## src/rtl/uart_tx_arbiter_if.sv

```systemverilog
`default_nettype none
// ============================================================================
// Module  : uart_tx_arbiter_if
// Purpose : Requester byte streams plus transmitter start/busy handshake.
// Rev     : 1.0
// ============================================================================
interface uart_tx_arbiter_if #(
  parameter int NUM_REQ = 4
);
  logic [NUM_REQ-1:0]   req_valid;
  logic [8*NUM_REQ-1:0] req_data;
  logic [NUM_REQ-1:0]   req_last;
  logic [NUM_REQ-1:0]   req_ready;
  logic [NUM_REQ-1:0]   grant;
  logic                 tx_start;
  logic [7:0]           tx_data;
  logic                 tx_busy;
  logic                 tx_err;

  // Master is the environment: the requesters and the transmitter.
  modport master (
    output req_valid, req_data, req_last, tx_busy,
    input  req_ready, grant, tx_start, tx_data, tx_err
  );

  modport slave (
    input  req_valid, req_data, req_last, tx_busy,
    output req_ready, grant, tx_start, tx_data, tx_err
  );
endinterface
`default_nettype wire

```

## src/rtl/uart_tx_arbiter.sv

```systemverilog
`default_nettype none
// ============================================================================
// Module  : uart_tx_arbiter
// Purpose : Round-robin, burst-locked sharing of one UART transmitter.
// Rev     : 1.0
// ============================================================================
module uart_tx_arbiter #(
  parameter int NUM_REQ     = 4,
  parameter int MAX_BURST   = 4,
  parameter int ACK_TIMEOUT = 16
) (
  input  logic             clk,
  input  logic             rst,
  uart_tx_arbiter_if.slave bus
);

  localparam int OWNER_W = $clog2(NUM_REQ);
  localparam int BURST_W = $clog2(MAX_BURST + 1);
  localparam int ACK_W   = $clog2(ACK_TIMEOUT + 1);

  typedef enum logic [1:0] {
    ST_IDLE      = 2'd0,
    ST_START     = 2'd1,
    ST_WAIT_ACK  = 2'd2,
    ST_WAIT_DONE = 2'd3
  } state_t;

  state_t               state_q, state_d;
  logic [OWNER_W-1:0]   owner_q, owner_d;
  logic [OWNER_W-1:0]   ptr_q, ptr_d;
  logic [NUM_REQ-1:0]   grant_q, grant_d;
  logic [BURST_W-1:0]   burst_cnt_q, burst_cnt_d;
  logic                 last_q, last_d;
  logic [ACK_W-1:0]     ack_cnt_q, ack_cnt_d;
  logic                 tx_start_q, tx_start_d;
  logic [7:0]           tx_data_q, tx_data_d;
  logic                 tx_err_q, tx_err_d;

  logic                 pick_found;
  logic [OWNER_W-1:0]   pick_idx;
  logic [OWNER_W:0]     cand;
  logic [OWNER_W-1:0]   owner_next;
  logic                 sel_valid;
  logic                 sel_last;
  logic [7:0]           sel_data;

  // Scan from the highest offset down so the entry nearest ptr wins last.
  always_comb begin
    pick_idx = '0;
    cand     = '0;
    for (int i = NUM_REQ - 1; i >= 0; i--) begin
      cand = {1'b0, ptr_q} + (OWNER_W + 1)'(i);
      if (cand >= (OWNER_W + 1)'(NUM_REQ)) begin
        cand = cand - (OWNER_W + 1)'(NUM_REQ);
      end
      if (bus.req_valid[cand[OWNER_W-1:0]]) begin
        pick_idx = cand[OWNER_W-1:0];
      end
    end
  end

  assign pick_found = |bus.req_valid;
  assign owner_next = (owner_q == OWNER_W'(NUM_REQ - 1)) ? '0 : owner_q + OWNER_W'(1);
  assign sel_valid  = bus.req_valid[owner_q];
  assign sel_last   = bus.req_last[owner_q];
  assign sel_data   = bus.req_data[{owner_q, 3'b000} +: 8];

  always_comb begin
    state_d     = state_q;
    owner_d     = owner_q;
    ptr_d       = ptr_q;
    grant_d     = grant_q;
    burst_cnt_d = burst_cnt_q;
    last_d      = last_q;
    ack_cnt_d   = ack_cnt_q;
    tx_start_d  = 1'b0;
    tx_data_d   = tx_data_q;
    tx_err_d    = 1'b0;

    unique case (state_q)
      ST_IDLE: begin
        if (!bus.tx_busy && pick_found) begin
          owner_d     = pick_idx;
          grant_d     = NUM_REQ'(1) << pick_idx;
          burst_cnt_d = '0;
          state_d     = ST_START;
        end
      end

      ST_START: begin
        if (sel_valid) begin
          tx_data_d   = sel_data;
          tx_start_d  = 1'b1;
          last_d      = sel_last;
          burst_cnt_d = burst_cnt_q + BURST_W'(1);
          ack_cnt_d   = '0;
          state_d     = ST_WAIT_ACK;
        end else begin
          grant_d = '0;
          ptr_d   = owner_next;
          state_d = ST_IDLE;
        end
      end

      ST_WAIT_ACK: begin
        if (bus.tx_busy) begin
          state_d = ST_WAIT_DONE;
        end else if (ack_cnt_q == ACK_W'(ACK_TIMEOUT - 1)) begin
          tx_err_d = 1'b1;
          grant_d  = '0;
          ptr_d    = owner_next;
          state_d  = ST_IDLE;
        end else begin
          ack_cnt_d = ack_cnt_q + ACK_W'(1);
        end
      end

      ST_WAIT_DONE: begin
        if (!bus.tx_busy) begin
          // A last byte that also fills the burst still releases only once.
          if (last_q || (burst_cnt_q == BURST_W'(MAX_BURST))) begin
            grant_d = '0;
            ptr_d   = owner_next;
            state_d = ST_IDLE;
          end else begin
            state_d = ST_START;
          end
        end
      end

      default: state_d = ST_IDLE;
    endcase
  end

  always_ff @(posedge clk) begin
    if (rst) begin
      state_q     <= ST_IDLE;
      owner_q     <= '0;
      ptr_q       <= '0;
      grant_q     <= '0;
      burst_cnt_q <= '0;
      last_q      <= 1'b0;
      ack_cnt_q   <= '0;
      tx_start_q  <= 1'b0;
      tx_data_q   <= 8'h00;
      tx_err_q    <= 1'b0;
    end else begin
      state_q     <= state_d;
      owner_q     <= owner_d;
      ptr_q       <= ptr_d;
      grant_q     <= grant_d;
      burst_cnt_q <= burst_cnt_d;
      last_q      <= last_d;
      ack_cnt_q   <= ack_cnt_d;
      tx_start_q  <= tx_start_d;
      tx_data_q   <= tx_data_d;
      tx_err_q    <= tx_err_d;
    end
  end

  for (genvar g = 0; g < NUM_REQ; g++) begin : g_ready
    assign bus.req_ready[g] = (state_q == ST_START) && (owner_q == OWNER_W'(g)) && bus.req_valid[g];
  end

  assign bus.grant    = grant_q;
  assign bus.tx_start = tx_start_q;
  assign bus.tx_data  = tx_data_q;
  assign bus.tx_err   = tx_err_q;

endmodule
`default_nettype wire

```

## src/flat_wrapper.sv

```systemverilog
// flat-port wrapper written by rule: the top's interface ports become plain ports
module uart_tx_arbiter_flat 
#(
  parameter int NUM_REQ     = 4,
  parameter int MAX_BURST   = 4,
  parameter int ACK_TIMEOUT = 16
)
  (clk, rst, bus_req_valid, bus_req_data, bus_req_last, bus_tx_busy, bus_req_ready, bus_grant, bus_tx_start, bus_tx_data, bus_tx_err);
  uart_tx_arbiter_if #(.NUM_REQ(NUM_REQ)) bus_i ();
  input  logic clk;
  input  logic rst;
  input wire logic [$bits(bus_i.req_valid)-1:0] bus_req_valid;
  input wire logic [$bits(bus_i.req_data)-1:0] bus_req_data;
  input wire logic [$bits(bus_i.req_last)-1:0] bus_req_last;
  input wire logic [$bits(bus_i.tx_busy)-1:0] bus_tx_busy;
  output wire logic [$bits(bus_i.req_ready)-1:0] bus_req_ready;
  output wire logic [$bits(bus_i.grant)-1:0] bus_grant;
  output wire logic [$bits(bus_i.tx_start)-1:0] bus_tx_start;
  output wire logic [$bits(bus_i.tx_data)-1:0] bus_tx_data;
  output wire logic [$bits(bus_i.tx_err)-1:0] bus_tx_err;
  assign bus_i.req_valid = bus_req_valid;
  assign bus_i.req_data = bus_req_data;
  assign bus_i.req_last = bus_req_last;
  assign bus_i.tx_busy = bus_tx_busy;
  assign bus_req_ready = bus_i.req_ready;
  assign bus_grant = bus_i.grant;
  assign bus_tx_start = bus_i.tx_start;
  assign bus_tx_data = bus_i.tx_data;
  assign bus_tx_err = bus_i.tx_err;
  uart_tx_arbiter #(.NUM_REQ(NUM_REQ), .MAX_BURST(MAX_BURST), .ACK_TIMEOUT(ACK_TIMEOUT)) u_core (.clk(clk), .rst(rst), .bus(bus_i));
endmodule
```

## config.mk

```make
export PLATFORM = sky130hd
export DESIGN_NAME = uart_tx_arbiter_flat
export DESIGN_NICKNAME = d
export VERILOG_FILES = /design/src/rtl/uart_tx_arbiter_if.sv /design/src/rtl/uart_tx_arbiter.sv /design/src/flat_wrapper.sv
export SDC_FILE = /design/constraint.sdc
export NUM_CORES = 1
export LEC_CHECK = 0
export CAP_MARGIN = 30
export CORE_MARGIN = 4
export CORE_UTILIZATION = 60
export DETAILED_ROUTE_END_ITERATION = 16
export DONT_BUFFER_PORTS = 1
export GPL_ROUTABILITY_DRIVEN = 0
export PLACE_DENSITY_LB_ADDON = 0.08
export SKIP_LAST_GASP = 1
export SYNTH_ARGS = -nofsm -noshare
export SYNTH_HDL_FRONTEND = slang
export SYNTH_SLANG_ARGS = --single-unit
```

## constraint.sdc

```tcl
create_clock -name clk -period 2.2 [get_ports clk]
set_input_delay 0.22 -clock clk [delete_from_list [all_inputs] [get_ports clk]]
set_output_delay 0.22 -clock clk [all_outputs]
set_load 0.03 [all_outputs]
```

==> flow_metrics.tcl, run 1 <==
set metrics [dict create \
    track_usage_pct 21.63 \
    drtIter0Drc 46 \
    fin_tns_setup_ns 0 \
    die_h_um 60.69 \
    fillers 218 \
    p_sw_share_pct 31.79 \
    syn_area_sq_mm 0.001665 \
    grt_start_max_net_pins 19 \
    final.min_clock_period_ns 2.124 \
    pwr-share-seq_pct 53.8 \
    clk_latency_ns 0.33 \
    syn_nets 237 \
    layout.cells.non_filler 221 \
    diodes 0 \
    htreeDepth 2 \
    grt-ovfl-total 0 \
    first_global_vias 1364 \
    required_ns 2.43 \
    synth_cell_type_count 36 \
    antenna_found_initial 0 \
    grt_pass1_wl_mm 5.865 \
    nNetsFinal 241 \
    r2r_setup_slack_ns 0.08 \
    min_period_over_period_pct 96.53 \
    die-area_sq_mm 0.003683 \
    setup_viol 0 \
    die_w_um 60.69 \
    cp-end-kind "flip-flop" \
    wirelength_mm 3.919 \
    worst_pin_slew_ns 0.6864 \
    rsz0062_at_grt "yes" \
    std_cell_rows 18 \
    path_max_fanout 6 \
    cts_buffers 5 \
    multiInputGateArea_sq_mm 0.001005 \
    dpl.hpwl_mm 2.870 \
    port_buffers 0 \
    dr_total_vias 1382 \
    io_pins 61 \
    max_clock_freq_ghz 0.4709 \
    pwr-share-comb_pct 20.0 \
    critPathArrivalTime_ns 2.35 \
    netlist_instances 186 \
    report.final.slew_viol_count 0 \
    cts_tree "yes" \
    slew_headroom_pct 54.09 \
    drcViolationCount 0 \
    avgSynthCellArea_sq_um 8.953 \
    drt_first_pass_iters 4 \
    hold_violations 0 \
    ys.warnings.count 0 \
    p_int_mw 0.7824 \
    worstHoldPathType "in -> reg" \
    ant_nets 0 \
    ys_ff_latch 29 \
    worstRegToRegCells 7 \
    critPathKind "reg -> reg" \
    total_leakage_power_nw 0.6550 \
    outcome "finished clean" \
    switching_power_mw 0.3647 \
    core-area_sq_mm 0.002567 \
    seq_area_frac_synth_pct 34.86 \
    hold-path-endpoint "u_core.state_q[0]" \
    drive_gt1_share_pct 16.23 \
    clock-sinks 29 \
    clockBufferDepth 2 \
    cp-start-kind "flip-flop" \
    finClkSkew_ns 0.007770 \
    layout.area.seq_sq_um 580.6 \
    vias_per_cell 6.253 \
    area_delta_synth_final_pct 6.536 \
    wl_per_cell_um 17.73 \
    worstReg2RegStart "u_core.ack_cnt_q[0]" \
    finalCoreUtilization_pct 69.10 \
    path_clk_slew_ns 0.09 \
    clock_power_share_pct 26.2 \
    holdPathStages 3 \
    powerDensity_mw_per_mm2 646.6 \
    min_from "rst" \
    max-cap-violations 0 \
    worstReg2RegEnd "u_core.bus.grant[0]" \
    start_util_pct 64.86 \
    cts_root_buf "clkbuf_4" \
    max-vdd-ir-drop_mv 0.6155 \
    dpl.cell_count 209 \
]
registers in the layout (all words and copies together) (netlist names):
register             cells
u_core.ack_cnt_q         5
u_core.burst_cnt_q       3
u_core.bus.grant         4
u_core.bus.tx_data       8
u_core.bus.tx_err        1
u_core.bus.tx_start      1
u_core.last_q            1
u_core.owner_q           2
u_core.ptr_q             2
u_core.state_q           2
cell families (layout without fill, tap and decap cells):
group / Yosys count / in the layout / synth area share, %
AO/OA/AOI/OAI: 32 / 32 / 11.87
buffers and inverters: 21 / 26 / 5.260
AND/OR/NAND/NOR: 82 / 82 / 26.22
flip-flops: 29 / 29 / 34.86
adder cells (fa/ha/maj): 8 / 8 / 6.011
multiplexers: 12 / 12 / 14.73
XOR/XNOR: 2 / 2 / 1.052
worst max-delay path by stage:
stage	slack (ns)	end	start
after detailed placement	0.12	u_core.ack_cnt_q[3]	u_core.ack_cnt_q[0]
after global routing	-0.13	u_core.bus.grant[0]	u_core.ack_cnt_q[1]
after floorplan	0.29	u_core.ack_cnt_q[3]	u_core.ack_cnt_q[0]
after CTS	0.09	u_core.ack_cnt_q[3]	u_core.ack_cnt_q[0]
after global placement	0.21	u_core.ack_cnt_q[3]	u_core.ack_cnt_q[0]
final	0.08	u_core.bus.grant[0]	u_core.ack_cnt_q[0]
what timing repair did:
action | CTS | global route
buffers inserted | 0 | 3
gates resized for setup | 0 | 2
setup endpoints to repair | 0 | 5
hold buffers | 1 | 0
endpoints found under the hold margin | 18 | 0
cell type report:
cell class	instances	area share, %
Multi-Input combinational cell	136	56.63
Sequential cell	29	32.72
Timing Repair Buffer	8	3.526
Clock buffer	6	2.327
Inverter	10	2.116
Tap cell	30	2.116
Clock inverter	2	0.5642
cells in the mapped netlist, drive strengths merged:
| library cell | n | share of area (%) |
|---|---|---|
| nor3 | 3 | 0.90 |
| o22ai | 1 | 0.38 |
| nand2 | 26 | 5.9 |
| nor2b | 6 | 2.3 |
| o21ba | 1 | 0.60 |
| mux4 | 10 | 14 |
| buf | 4 | 1.4 |
| or4 | 2 | 0.90 |
| and2 | 3 | 1.1 |
| o41ai | 5 | 2.6 |
| nand4b | 2 | 1.1 |
| o21ai | 3 | 0.90 |
| a21oi | 20 | 6.2 |
| nand2b | 6 | 2.7 |
| and3 | 7 | 2.9 |
| nand4 | 4 | 1.5 |
| nor4 | 1 | 0.38 |
| a311o | 1 | 0.60 |
| or3 | 4 | 1.5 |
| inv | 10 | 2.3 |
| or2 | 1 | 0.38 |
| nand3 | 4 | 1.2 |
| a311oi | 1 | 0.53 |
| clkbuf | 7 | 1.6 |
| nor4b | 2 | 1.1 |
| dfxtp | 29 | 35 |
| ha | 8 | 6.0 |
| mux2i | 2 | 1.2 |
| nor2 | 11 | 2.5 |
| xor2 | 2 | 1.1 |
per-layer routing:
layer,up-vias,GRT usage (%),wire [um],share of wire [%]
met5,-,0,0,0
met4,0,8.050,74,1.9
met3,9,7.447,313,8.0
met2,59,38.47,2086,53
met1,639,23.65,1444,37
li1,675,-,-,-
metrics by stage:
step / power (mW) / worst slack (ns) / hold WS (ns) / cell area [sq um]
final: 1.147 / 0.07628 / 0.03447 / 1774
after global routing: 1.213 / -0.1251 / 0.01749 / 1774
after CTS: 1.154 / 0.09394 / 0.02951 / 1744
after detailed placement: 0.8489 / 0.1193 / 0.2954 / 1683
after global placement: 0.8378 / 0.2122 / 0.2925 / 1683
after floorplan: 0.8112 / 0.2857 / 0.3690 / 1665
layout by cell type, fill, tap and decap left out, types with 2 or more instances in the layout:
cell type / count
inv_1: 10
mux4_2: 10
clkbuf_4: 5
and2_1: 2
o21ai_0: 3
mux2i_1: 2
nand2b_1: 5
nand4_1: 4
nor3_1: 3
nand4b_1: 2
ha_1: 8
and3_1: 6
clkinv_2: 2
dfxtp_1: 29
o41ai_1: 5
xor2_1: 2
nor2b_1: 6
or4_1: 2
buf_4: 7
nor2_1: 11
nand2_1: 26
nand3_1: 4
a21oi_1: 19
or3_1: 4
power by group through the flow:
stage | clock network, mW | registers [mW] | logic [mW]
after global placement | 0 | 0.626 | 0.212
after floorplan | 0 | 0.619 | 0.192
after detailed placement | 0 | 0.628 | 0.221
after global routing | 0.337 | 0.622 | 0.254
final | 0.301 | 0.617 | 0.230
after CTS | 0.309 | 0.616 | 0.228
critical path, stage by stage (launching register included):
cell and delay [ns]:
dfxtp_1 0.39, ha_1 0.18, and3_1 0.18, ha_1 0.25
nor2_1 0.06, a311o_2 0.42, and3_4 0.18, o41ai_1 0.36
Power figures use the tool's default switching activity.
==> run 2: changes to the inputs <==
- CORE_UTILIZATION: 60 -> 50
- SKIP_LAST_GASP: 1 -> not set
==> run 2 against run 1 <==
Net effect:
- global-route usage decreased by 2.7 points
- sequential cell count unchanged
- routed wire length decreased by 1.6%
- via count decreased by 1.9%
- clock skew increased by 0.0030 ns
- maximum frequency increased by 4.1%
- critical path type unchanged
- largest cell class unchanged
- largest power group unchanged
==> flow_metrics.tcl, run 2 (synthesis gave the netlist of run 1 again) <==
set metrics [dict create \
    worst_pin_slew_ns 0.6831 \
    min_from "bus_tx_busy" \
    total_leakage_power_nw 0.6574 \
    hold_violations 0 \
    postCtsSetupRepairBufs 0 \
    drtIter0Drc 109 \
    required_ns 2.43 \
    outcome "finished clean" \
    crit_family "compound AO/OA/AOI/OAI gates" \
    slew_headroom_pct 54.31 \
    worstReg2RegEnd "u_core.bus.grant[3]" \
    powerDensity_mw_per_mm2 681.1 \
    place_area_sq_mm 0.001708 \
    slowest_delay_ns 0.39 \
    final_cell_mix "dfxtp_1 (28), nand2_1 (26), a21oi_1 (19)" \
    cp-start-kind "flip-flop" \
    antenna_found_initial 0 \
    drcViolationCount 0 \
    critPathSlowestCell "a311o_2" \
    rsz0062_at_grt "no" \
    holdWs_ns 0.03603 \
    diodes 0 \
    die_w_um 65.71 \
    layout.cells.most_common "dfxtp_1" \
    start_util_pct 53.24 \
    cpMostUsedCell "ha_1" \
    max_clock_freq_ghz 0.4901 \
    vias_per_cell 5.820 \
    die_h_um 65.71 \
    wl_per_cell_um 16.55 \
    dr_total_vias 1356 \
    track_usage_pct 18.92 \
    wirelength_mm 3.857 \
    clock-sinks 29 \
    htreeDepth 2 \
    fillers 289 \
    final.min_clock_period_ns 2.040 \
    ant_nets 0 \
    area_delta_synth_final_pct 7.889 \
    cp-end-kind "flip-flop" \
    clk_latency_ns 0.33 \
    worstHoldPathType "in -> reg" \
    first_global_vias 1432 \
    grt-ovfl-total 0 \
    critPathArrivalTime_ns 2.27 \
    fin_tns_setup_ns 0 \
    crit_chain "ha_1 -> and3_1 -> ha_1 -> nor2_1 -> a311o_2 -> and3_4 -> o41ai_1" \
    report.final.slew_viol_count 0 \
    clockBufferDepth 2 \
    worstRegToRegCells 7 \
    std_cell_rows 20 \
    drive_gt1_share_pct 16.40 \
    finClkSkew_ns 0.01077 \
    grt_start_max_net_pins 19 \
    finalCoreUtilization_pct 57.44 \
    r2r_setup_slack_ns 0.16 \
    path_max_fanout 9 \
    startpoint "u_core.ack_cnt_q[1]" \
    min_period_over_period_pct 92.75 \
    io_pins 61 \
    die-area_sq_mm 0.004318 \
    drt_first_pass_iters 4 \
    worstReg2RegStart "u_core.ack_cnt_q[1]" \
    cts_tree "yes" \
    hold-path-endpoint "u_core.state_q[1]" \
    nNetsFinal 239 \
    layout.area.seq_sq_um 581.8 \
    critPathBufInv 0 \
    final_area_sq_mm 0.001797 \
    cp_num_cells 7 \
    largest_reg_flops 8 \
    max-cap-violations 0 \
    port_buffers 0 \
    critPathKind "reg -> reg" \
    core-area_sq_mm 0.003128 \
    max-vdd-ir-drop_mv 0.2785 \
    cts_buffers 5 \
    grt_pass1_wl_mm 6.299 \
    holdPathStages 2 \
    path_clk_slew_ns 0.10 \
    dpl.hpwl_mm 2.851 \
    cts_root_buf "clkbuf_4" \
    multiInputGateArea_sq_mm 0.001005 \
    setup_viol 0 \
]
-- run 2: worst max path at each step --
stage,endpoint
after floorplan,u_core.ack_cnt_q[3]
after global placement,u_core.ack_cnt_q[3]
after detailed placement,u_core.ack_cnt_q[3]
after CTS,u_core.ack_cnt_q[3]
after global routing,u_core.bus.grant[2]
final,u_core.bus.grant[3]
-- run 2: power by group --
group | internal, mW | switching [mW]
sequential | 0.557 | 0.0569
combinational | 0.105 | 0.125
clock | 0.185 | 0.194
-- run 2: area by class of cell --
type	instances	area share, %
Timing Repair Buffer	6	2.646
Clock inverter	1	0.2786
Sequential cell	29	32.38
Multi-Input combinational cell	136	55.92
Tap cell	44	3.064
Inverter	10	2.089
Clock buffer	7	3.621
-- run 2: routing by layer --
metal	global-route usage, %	part of all wire [%]
met4	7.772	1.4
met5	0	0
met3	7.350	6.7
met1	20.97	41
met2	32.04	51
-- run 2: per-stage QoR --
| stage | total power [mW] | instances | setup WS, ns |
|---|---|---|---|
| floorplan | 0.8112 | 186 | 0.2857 |
| global placement | 0.8433 | 224 | 0.2034 |
| detailed placement | 0.8488 | 224 | 0.1475 |
| CTS | 1.228 | 233 | 0.1119 |
| global route | 1.288 | 233 | 0.02312 |
| finish | 1.224 | 233 | 0.1596 |
-- run 2: worst register-to-register path: stages (launching register included) --
cell and delay, ns:
dfxtp_1 0.38, ha_1 0.18, and3_1 0.16, ha_1 0.23
nor2_1 0.06, a311o_2 0.39, and3_4 0.19, o41ai_1 0.36
-- run 2: timing repair --
action                                  4_1_cts  5_1_grt
hold buffers                                  1        0
endpoints found under the hold margin        18        0
resized for setup                             0        3
endpoints found under the setup margin        0        3
